`config.mk`:
```
export PLATFORM = sky130hd
export DESIGN_NAME = i2s_dsp_rx_deser
export DESIGN_NICKNAME = d
export VERILOG_FILES = /design/src/rtl/i2s_dsp_rx_pkg.sv /design/src/rtl/i2s_dsp_rx_outbuf.sv /design/src/rtl/i2s_dsp_rx_deser.sv
export SDC_FILE = /design/constraint.sdc
export NUM_CORES = 1
export LEC_CHECK = 0
export ABC_AREA = 1
export CELL_PAD_IN_SITES_DETAIL_PLACEMENT = 1
export CELL_PAD_IN_SITES_GLOBAL_PLACEMENT = 1
export CORE_MARGIN = 2
export CORE_UTILIZATION = 42
export CTS_CLUSTER_DIAMETER = 40
export DETAILED_ROUTE_END_ITERATION = 12
export HOLD_SLACK_MARGIN = 0.1
export PLACE_DENSITY_LB_ADDON = 0.1
export SLEW_MARGIN = 20
export SYNTH_ARGS = -nofsm -noshare
export SYNTH_HDL_FRONTEND = slang
export SYNTH_HIERARCHICAL = 1
export SYNTH_SLANG_ARGS = --single-unit
```
`constraint.sdc`:
```
create_clock -name sck_i -period 2.93 [get_ports sck_i]
set_clock_uncertainty 0.1 [all_clocks]
set_input_delay 0.879 -clock sck_i [delete_from_list [all_inputs] [get_ports sck_i]]
set_output_delay 0.879 -clock sck_i [all_outputs]
set_load 0.05 [all_outputs]
```
`src/rtl/i2s_dsp_rx_pkg.sv`:
```
// Shared types and sizing constants for the DSP-mode serial receive deserializer.
package i2s_dsp_rx_pkg;

    localparam int BIT_CNT_W      = 5;
    localparam int WORD_CNT_W     = 4;
    localparam int DATA_W_DEFAULT = 32;

    typedef enum logic [1:0] {
        IDLE,
        HUNT,
        ARM,
        RECV
    } state_e;

endpackage

```
`src/rtl/i2s_dsp_rx_outbuf.sv`:
```
// Single-entry valid/ready holding register; a word arriving while full and stalled
// is dropped and flagged in a sticky overflow bit.
module i2s_dsp_rx_outbuf
    import i2s_dsp_rx_pkg::*;
#(
    parameter int DATA_W = DATA_W_DEFAULT
) (
    input  logic                  clk_i,
    input  logic                  rst_i,
    input  logic                  clr_i,
    input  logic                  wr_en_i,
    input  logic [DATA_W-1:0]     wr_data_i,
    input  logic [WORD_CNT_W-1:0] wr_idx_i,
    input  logic                  rd_ready_i,
    output logic [DATA_W-1:0]     data_o,
    output logic [WORD_CNT_W-1:0] idx_o,
    output logic                  valid_o,
    output logic                  overflow_o
);

    logic [DATA_W-1:0]     data_q, data_d;
    logic [WORD_CNT_W-1:0] idx_q, idx_d;
    logic                  valid_q, valid_d;
    logic                  ovf_q, ovf_d;

    always_comb begin
        data_d  = data_q;
        idx_d   = idx_q;
        valid_d = valid_q;
        ovf_d   = ovf_q;
        if (clr_i) begin
            valid_d = 1'b0;
            ovf_d   = 1'b0;
        end else if (wr_en_i) begin
            // A consumer accepting this cycle frees the slot for the incoming word.
            if (!valid_q || rd_ready_i) begin
                data_d  = wr_data_i;
                idx_d   = wr_idx_i;
                valid_d = 1'b1;
            end else begin
                ovf_d = 1'b1;
            end
        end else if (valid_q && rd_ready_i) begin
            valid_d = 1'b0;
        end
    end

    always_ff @(posedge clk_i or posedge rst_i) begin
        if (rst_i) begin
            data_q  <= '0;
            idx_q   <= '0;
            valid_q <= 1'b0;
            ovf_q   <= 1'b0;
        end else begin
            data_q  <= data_d;
            idx_q   <= idx_d;
            valid_q <= valid_d;
            ovf_q   <= ovf_d;
        end
    end

    assign data_o     = data_q;
    assign idx_o      = idx_q;
    assign valid_o    = valid_q;
    assign overflow_o = ovf_q;

endmodule

```
`src/rtl/i2s_dsp_rx_deser.sv`:
```
// DSP-mode (single-pulse frame sync) serial receive deserializer.
// Optional macro I2S_DSP_RX_SYNC_CHECK_EN: flag and resynchronise on unexpected ws pulses.
module i2s_dsp_rx_deser
    import i2s_dsp_rx_pkg::*;
#(
    parameter int DATA_W = DATA_W_DEFAULT
) (
    input  logic                  sck_i,
    input  logic                  rst_i,
    input  logic                  cfg_en_i,
    input  logic [BIT_CNT_W-1:0]  cfg_num_bits_i,
    input  logic [WORD_CNT_W-1:0] cfg_num_words_i,
    input  logic                  cfg_ws_delay_i,
    input  logic                  ws_i,
    input  logic                  sd_i,
    output logic [DATA_W-1:0]     data_o,
    output logic [WORD_CNT_W-1:0] data_word_idx_o,
    output logic                  data_valid_o,
    input  logic                  data_ready_i,
    output logic                  overflow_o,
    output logic                  sync_err_o
);

    state_e                state_q;
    logic [BIT_CNT_W-1:0]  bit_cnt_q;
    logic [WORD_CNT_W-1:0] word_cnt_q;
    logic [BIT_CNT_W-1:0]  nbits_q;
    logic [WORD_CNT_W-1:0] nwords_q;
    logic                  delay_q;
    logic [DATA_W-1:0]     shift_q;

    logic                  frame_start;
    logic                  sample;
    logic [BIT_CNT_W-1:0]  cur_bit;
    logic [WORD_CNT_W-1:0] cur_word;
    logic [BIT_CNT_W-1:0]  nb;
    logic [WORD_CNT_W-1:0] nw;
    logic                  delay_eff;
    logic [DATA_W-1:0]     shift_nx;
    logic                  last_bit;
    logic                  last_word;
    logic                  word_done;
    logic                  frame_done;
`ifdef I2S_DSP_RX_SYNC_CHECK_EN
    logic                  legal_slot;
    logic                  restart;
`endif

    // Decode what happens to this cycle's sd bit; a frame start uses the live cfg values.
    always_comb begin
        frame_start = 1'b0;
        sample      = 1'b0;
        cur_bit     = bit_cnt_q;
        cur_word    = word_cnt_q;
        nb          = nbits_q;
        nw          = nwords_q;
        delay_eff   = delay_q;
        case (state_q)
            HUNT: frame_start = ws_i;
            ARM: begin
                sample   = 1'b1;
                cur_bit  = '0;
                cur_word = '0;
            end
            RECV:    sample = 1'b1;
            default: ;
        endcase
`ifdef I2S_DSP_RX_SYNC_CHECK_EN
        legal_slot = delay_q && (bit_cnt_q == nbits_q) && (word_cnt_q == nwords_q);
        restart    = (state_q == RECV) && ws_i && !legal_slot;
        if (restart) begin
            frame_start = 1'b1;
        end
`endif
        if (frame_start) begin
            nb        = cfg_num_bits_i;
            nw        = cfg_num_words_i;
            delay_eff = cfg_ws_delay_i;
            cur_bit   = '0;
            cur_word  = '0;
            sample    = !cfg_ws_delay_i;
        end
        if (cur_bit == '0) begin
            shift_nx = {{(DATA_W-1){1'b0}}, sd_i};
        end else begin
            shift_nx = {shift_q[DATA_W-2:0], sd_i};
        end
        last_bit   = (cur_bit == nb);
        last_word  = (cur_word == nw);
        word_done  = sample && last_bit;
        frame_done = word_done && last_word;
    end

    always_ff @(posedge sck_i or posedge rst_i) begin
        if (rst_i) begin
            state_q    <= IDLE;
            bit_cnt_q  <= '0;
            word_cnt_q <= '0;
            nbits_q    <= '0;
            nwords_q   <= '0;
            delay_q    <= 1'b0;
        end else if (!cfg_en_i) begin
            state_q    <= IDLE;
            bit_cnt_q  <= '0;
            word_cnt_q <= '0;
        end else begin
            case (state_q)
                IDLE: state_q <= HUNT;
                default: begin
                    if (frame_start) begin
                        nbits_q  <= cfg_num_bits_i;
                        nwords_q <= cfg_num_words_i;
                        delay_q  <= cfg_ws_delay_i;
                    end
                    if (frame_start && cfg_ws_delay_i) begin
                        state_q    <= ARM;
                        bit_cnt_q  <= '0;
                        word_cnt_q <= '0;
                    end else if (sample) begin
                        if (frame_done) begin
                            bit_cnt_q  <= '0;
                            word_cnt_q <= '0;
                            // With delayed data, a pulse on the final bit opens the next frame.
                            if (delay_eff && ws_i) begin
                                state_q  <= ARM;
                                nbits_q  <= cfg_num_bits_i;
                                nwords_q <= cfg_num_words_i;
                            end else begin
                                state_q <= HUNT;
                            end
                        end else if (last_bit) begin
                            state_q    <= RECV;
                            bit_cnt_q  <= '0;
                            word_cnt_q <= cur_word + 1'b1;
                        end else begin
                            state_q    <= RECV;
                            bit_cnt_q  <= cur_bit + 1'b1;
                            word_cnt_q <= cur_word;
                        end
                    end
                end
            endcase
        end
    end

    // Every word start overwrites the whole register, so no reset is needed here.
    always_ff @(posedge sck_i) begin
        if (sample) begin
            shift_q <= shift_nx;
        end
    end

`ifdef I2S_DSP_RX_SYNC_CHECK_EN
    logic sync_err_q;

    always_ff @(posedge sck_i or posedge rst_i) begin
        if (rst_i) begin
            sync_err_q <= 1'b0;
        end else if (!cfg_en_i) begin
            sync_err_q <= 1'b0;
        end else if (restart) begin
            sync_err_q <= 1'b1;
        end
    end

    assign sync_err_o = sync_err_q;
`else
    assign sync_err_o = 1'b0;
`endif

    i2s_dsp_rx_outbuf #(
        .DATA_W (DATA_W)
    ) u_outbuf (
        .clk_i      (sck_i),
        .rst_i      (rst_i),
        .clr_i      (!cfg_en_i),
        .wr_en_i    (word_done && cfg_en_i),
        .wr_data_i  (shift_nx),
        .wr_idx_i   (cur_word),
        .rd_ready_i (data_ready_i),
        .data_o     (data_o),
        .idx_o      (data_word_idx_o),
        .valid_o    (data_valid_o),
        .overflow_o (overflow_o)
    );

endmodule

```
# ---- Word-level counts from Yosys, hierarchy flattened
# Index checks and enable logic that the tools add are counted.
dict set report totals {
  romBits 0
  out_inout_bits 39
  mem_count 0
  regBits 90
  elab_cells 87
  in_bits 16
  ram_bits 0
  latchBits 0
}
dict set report classes {
  n_div 0
  muxes 44
  n_addsub 2
  reduce_logical 17
  n_lt_le_gt_ge 0
  n_mul 0
  shift 0
  bitwise 1
  n_eq_ne 12
}
# cell n
set op_table {}
lappend op_table {{5-bit 2-to-1 mux} 13}
lappend op_table {{4-bit 2-to-1 mux} 13}
lappend op_table {{32-bit 2-to-1 mux} 1}
lappend op_table {{2-bit 2-to-1 mux} 6}
lappend op_table {{1-bit 2-to-1 mux} 11}
lappend op_table {{2-bit AND reduction} 4}
lappend op_table {{1-bit logical AND} 6}
lappend op_table {{3-bit by 1-bit != test with 1-bit output, second input constant} 2}
lappend op_table {{5-bit by 1-bit adder with 5-bit output, second input constant} 1}
lappend op_table {{5-bit equality test} 1}
lappend op_table {{5-bit logical NOT} 1}
lappend op_table {{4-bit by 1-bit adder with 4-bit output, second input constant} 1}
lappend op_table {{2-bit equality test, second input constant} 2}
lappend op_table {{4-bit equality test} 1}
lappend op_table {{2-bit != test, second input constant} 2}
lappend op_table {{4-bit by 1-bit != test with 1-bit output, second input constant} 1}
lappend op_table {{3-bit != test, second input constant} 1}
lappend op_table {{3-bit AND reduction} 1}
lappend op_table {{2-bit by 1-bit equality test with 1-bit output, second input constant} 1}
lappend op_table {{1-bit logical NOT} 2}
lappend op_table {{2-bit logical NOT} 1}
lappend op_table {{2-bit by 1-bit != test with 1-bit output, second input constant} 1}
lappend op_table {{2-bit OR reduction} 1}
lappend op_table {{1-bit logical OR} 1}
lappend op_table {{1-bit inverter} 1}

# ---- Depth between registers and ports, before layout
dict set report depth {
  word_depth 11
  depth_mapped 19
  mapped_depth_nobuf 16
}

# ---- Hierarchy
# Netlist, hierarchy kept.
# module cells_each area_each_um2 seq_area_each_um2 instances
set by_module_without_submodules {}
lappend by_module_without_submodules {i2s_dsp_rx_deser 395 3015.4 1456.4 1}
lappend by_module_without_submodules {i2s_dsp_rx_outbuf 166 1544.0 950.9 1}

# ---- Worst setup path before layout
# Ideal clock, no wire load.
dict set report synth_path {
  kind {input to register}
  startpoint {in ws_i}
  endpoint {reg u_outbuf.data_q[0] (netlist: u_outbuf/data_o[0])}
  path_stages 18
  setup_time_ns 0.119
  setup_slack_ns 0.200
  t_required_ns 2.711
  path_buffers 3
  arrival_time_ns 2.511
  cell_sequence {nand2_2 nor2_8 buf_6 nand2_1 nand2_1 nand2_1 nand2_1 nand3_2 nor2_4 buf_6 inv_2 nor2_1 inv_2 nor2_8 nand2_4 buf_6 nand2_1 nand2_1}
}
dict set report synth_via {
  elab_chain_cells 6
  word_cells_on_any_way 8
  classes_between {1 x eq/ne; 4 x mux; 3 x reduce/logical}
}
# item line_no
set synth_rtl {}
lappend synth_rtl {{from (decl)} i2s_dsp_rx_deser.sv:14} ;# input logic ws_i,
lappend synth_rtl {{1-bit 2-to-1 mux *} i2s_dsp_rx_deser.sv:58} ;# case (state_q)
lappend synth_rtl {{5-bit 2-to-1 mux} i2s_dsp_rx_deser.sv:75} ;# if (frame_start) begin
lappend synth_rtl {{5-bit equality test} i2s_dsp_rx_deser.sv:88} ;# last_bit = (cur_bit == nb);
lappend synth_rtl {{1-bit logical AND *} i2s_dsp_rx_deser.sv:90} ;# word_done = sample && last_bit;
lappend synth_rtl {{1-bit logical AND *} i2s_dsp_rx_deser.sv:177} ;# .wr_en_i (word_done && cfg_en_i),
lappend synth_rtl {{3-bit AND reduction (no line) *} --}
lappend synth_rtl {{to (signal assigned)} i2s_dsp_rx_outbuf.sv:55} ;# data_q <= data_d;
lappend synth_rtl {{to (decl)} i2s_dsp_rx_outbuf.sv:21} ;# logic [DATA_W-1:0] data_q, data_d;
# Every way passes the cells marked *; elsewhere a longest branch is shown, timed or not.
# A chain may end at the register's enable or synchronous reset.

# ---- Worst setup path after layout
dict set report layout_path {
  startpoint {in ws_i}
  endpoint {reg u_outbuf.data_q[26] (netlist: u_outbuf/data_o[26])}
}
dict set report layout_via {
  elab_chain_cells 6
  word_cells_on_any_way 10
  classes_between {1 x eq/ne; 5 x mux; 4 x reduce/logical}
}
# item line_no
set layout_rtl {}
lappend layout_rtl {{1-bit 2-to-1 mux *} i2s_dsp_rx_deser.sv:58}
lappend layout_rtl {{5-bit 2-to-1 mux} i2s_dsp_rx_deser.sv:75}
lappend layout_rtl {{5-bit equality test} i2s_dsp_rx_deser.sv:88}
lappend layout_rtl {{1-bit logical AND} i2s_dsp_rx_deser.sv:90}
lappend layout_rtl {{1-bit logical AND} i2s_dsp_rx_deser.sv:177}
lappend layout_rtl {{3-bit AND reduction (no line)} --}
# Marked as above.

==> run summary <==
The flow ran to the end, and the final reports show no timing, DRC or antenna violations. The worst hold path begins at u_outbuf/data_o[12]. Basic-gate share of the synthesized area counting and, or, nand and nor cells: 33.6%. The worst register-to-register path ends at u_outbuf/data_o[26]. The path with the worst hold slack has its endpoint at u_outbuf/data_o[12]. Measured against its own limit, the worst slew margin works out to 65.7%. The top cell types in the final layout, fill and taps aside, are nand2_1 (221), dfrtp_1 (59), inv_1 (58).

The switching share of total power is 38.4%. The clock slew seen by the registers of the worst setup and hold paths was 0.10 ns. The worst setup path is launched from an input pin.

For this design the total switching power over the nets is 1560 µW. The worst setup path is of the in2reg kind. At the pin with the least slew margin, the transition time is 0.512 ns. Summing every instance area after synthesis gives 0.00456 mm². The slowest stage of the critical path is the dlygate4sd2_1 cell. Sequential elements use 52.8% of the synthesized area. The routed length per instance is 16.7 µm, and the post-cts hold buffer count is 0. The first-pass detailed-route iteration total was 4; the power density over the cells was 675 mW/mm².

Across all register-to-register paths, the minimum setup slack is 0.17 ns. After layout, the minimum clock period comes to 2.83 ns. Leading cell type in the layout, fill and taps excluded: nand2_1. For this run, the top clock speed supported by timing is 353 MHz. The worst-case clock buffer depth was 2.

The initial utilization of the core area, before any placement, comes to 42.6%. TritonCTS built the clock tree. Summing the areas of all xor and xnor instances in the mapped netlist gives 0.384% of the synthesized area. Traced cell by cell, the critical path runs through dlygate4sd2_1, nand3_2, buf_4, nand2_1, nand2_1, nand2_1, nand2_2, nand3_4, nor2_4, inv_2, nor2_4, inv_2, nor2_8, buf_6, bufbuf_16, nand3_1, nand2_1.

In this run, placement finished with an instance count of 783. In this design, the stage delay of the slowest critical-path cell is 0.25 ns. Entering global routing, the biggest net connects 39 pins.

The count of cells in the finished layout, fillers not included, comes to 815. Measured along the x axis, the die boundary spans 108 µm. The tools report the total of warnings raised by yosys as 6. The layout overhead on the synthesized area came out at 31.7%.

The netlist uses 28 different library cells. The initial detailed-routing violation count was 168. The tightest min-delay check is of the reg2reg type.

Count of mapped cells out of synthesis: 561. The capturing element type of the critical path is a register. The synthesized net count came out at 580.

The logs give 8.86 mm for the placed wire-length estimate and 3.14 ns for the data required time of the critical path. The count of nets left with antenna violations once routing finished came out at 0. The floorplan has 38 rows.

Of all nets on the critical path, the largest fanout is 13. Wire length reported by the detailed router: 13.6 mm. For the worst flop-to-flop path, the logic depth is 17. Setup repair after global routing could not meet its margin everywhere. For the internal power of the cells, the log shows 2500 µW.

The tools report the number of clock sinks as 90. The worst hold path was traced through 2 stages. The run gives 55 as the top-level port count. The tools report the startpoint of the lowest-slack register-to-register path as state_q[1]. The net count of the finished layout is 689.

The portion of synthesized cell area occupied by the leading cell type came out at 32.4%. The tools report the root buffer selected by CTS as clkbuf_8. After Yosys synthesis, full adders, half adders and majority gates account for 0.823% of the synthesized area.

The tools report the total core area as 0.0107 mm². The synthesized design spends more area on one cell type than any other, namely dfrtp_1. The tools report the first-pass GRT wire length as 22.4 mm. CTS built an H-tree with a depth of 3. The fraction of layout cells with a size suffix above 1 came out at 17.3%. The final core utilization was 56.1%; the synthesized area per cell was 8.13 µm².

The worst endpoint data arrival time came out at 3.04 ns. Clock tree synthesis inserted a total of 9 buffers. In the post-synthesis netlist, the biggest area contributors are dfrtp_1 (32%), edfxtp_1 (20%), nand2_1 (19%). At the end of routability-driven placement, the weighted congestion stood at 0.823. Detailed routing inserted a total of 4109 vias.

The area of the die is 0.0117 mm², and the final period utilization is 96.7%. The combinational family with the most area after synthesis is simple AND/OR/NAND/NOR gates. In the routed layout, each cell is associated on average with a via count of 5.04.

For the final count of hold timing violations, the log shows 0. The share of total power dissipated in combinational logic is 37.0%. The tools report the final worst setup slack as 0.0964 ns. The compound-gate portion of the synthesized area was 2.91%.

The leakage power was 0.00305 µW. The quantity of I/O buffers inserted on ports was 53; the number of maximum-capacitance constraint violations was 0. The floorplan step set the die height to 108 µm. The part of the power in registers was 39.8%.

The relative contribution of the clock network to total power is 23.1%. The global-route usage over all layers was 24.9%; the setup slack after placement was -0.598 ns. Proportion of synthesized area in mux cells: 0%. The initial antenna violation count is 0. The tools report the total inserted antenna cells as 0.

The number of global-route vias before repair was 4434; the number of remaining DRC errors was 0. The final max-slew violation count came out at 0. The clock latency reported for the late side of the worst-skew pair is 0.37 ns, and the peak ir drop on the vdd network is 301 µV.

The logs give 0 for the total grt overflow and 0 for the number of setup violations in the final report. The number of register bits inferred by synthesis works out to 90. Among the stages of the critical path, the cell type that occurs most often is nand2_1.
==> synthesized netlist by cell type <==
| library cell | count |
|---|---|
| a21oi_1 | 5 |
| buf_2 | 9 |
| buf_4 | 2 |
| buf_6 | 10 |
| clkbuf_1 | 3 |
| clkinv_1 | 1 |
| conb_1 | 1 |
| dfrtp_1 | 59 |
| edfxtp_1 | 31 |
| ha_1 | 3 |
| inv_1 | 58 |
| inv_2 | 6 |
| nand2_1 | 225 |
| nand2_2 | 8 |
| nand2_4 | 1 |
| nand3_1 | 54 |
| nand3_2 | 3 |
| nand3_4 | 1 |
| nand4_1 | 13 |
| nor2_1 | 40 |
| nor2_2 | 1 |
| nor2_4 | 1 |
| nor2_8 | 3 |
| o21ai_0 | 10 |
| o21ai_1 | 9 |
| o22ai_1 | 2 |
| xnor2_1 | 1 |
| xor2_1 | 1 |
==> cell families (layout without fill, tap and decap cells) <==
logic type      Yosys count  in the layout
compound gates           26             26
xor+xnor                  2              2
fa+ha+maj                 3              3
buf+inv                  89            200
flops                    90             90
other cells               1              1
simple gates            350            353
==> area by class of cell <==
class                      instances  area, µm²
fill                            1295       4690
inverter                          65        244
sequential                        90       2410
clock inverter                     6       68.8
timing repair buffer             119       1130
multi-input combinational        385       1830
clock buffer                      10        149
tap                              140        175
==> sequential cells by signal, summed over array words and instances (netlist names), 2 cells and up <==
register and cells:
shift_q 31, bit_cnt_q 5, word_cnt_q 4, state_q 2
nbits_q 5, u_outbuf/data_o 32, u_outbuf/idx_o 4, nwords_q 4
==> through the flow <==
step	total power [µW]	TNS, ns	area [µm²]	hold slack [ns]
2_1_floorplan	2540	0	4560	0.349
4_1_cts	4060	0	5970	0.382
3_3_place_gp	3000	-22.42	5520	0.354
5_1_grt	4290	-0.00879	6000	0.396
3_5_place_dp	3050	-30.30	5520	0.359
6_report	4050	0	6000	0.376
==> power groups by stage <==
stage / Combinational, µW / Clock, µW / Sequential [µW]
after floorplan: 644 / 0 / 1890
after global routing: 1640 / 1010 / 1640
final: 1500 / 938 / 1610
after CTS: 1490 / 963 / 1610
after detailed placement: 1420 / 0 / 1630
after global placement: 1370 / 0 / 1630
==> per-layer routing <==
layer	share of wire, %	GRT usage, %	wire length [µm]	up-vias
met5	0	0	0	-
met4	1.4	7.97	197	0
met3	2.7	2.59	371	17
met2	53	45.7	7300	71
met1	42	30.5	5780	2036
li1	-	-	-	1985
==> timing repair <==
action	in CTS	in global routing
resized for setup	18	4
setup buffers	8	4
hold endpoints to repair	0	0
pin swaps	3	7
endpoints found under the setup margin	51	51
cloned	5	0
==> how the worst max path moves through the flow <==
| stage | end | startpoint | cells after the start | slack (ns) |
|---|---|---|---|---|
| 5_1_grt | word_cnt_q[3] | ws_i | 14 | -0.009 |
| 3_3_place_gp | u_outbuf/idx_o[1] | ws_i | 17 | -0.42 |
| 4_1_cts | u_outbuf/data_o[26] | ws_i | 19 | 0.008 |
| 6_report | u_outbuf/data_o[26] | ws_i | 17 | 0.1 |
| 2_1_floorplan | u_outbuf/data_o[0] | ws_i | 18 | 0.20 |
| 3_5_place_dp | u_outbuf/data_o[9] | ws_i | 17 | -0.60 |
==> worst max-delay path: cells and delay by family <==
kind                   cells  cell delay, ns
buffers and inverters      6            0.94
and+or+nand+nor           11            1.21
Note: power is estimated with default switching activity, not from simulation.
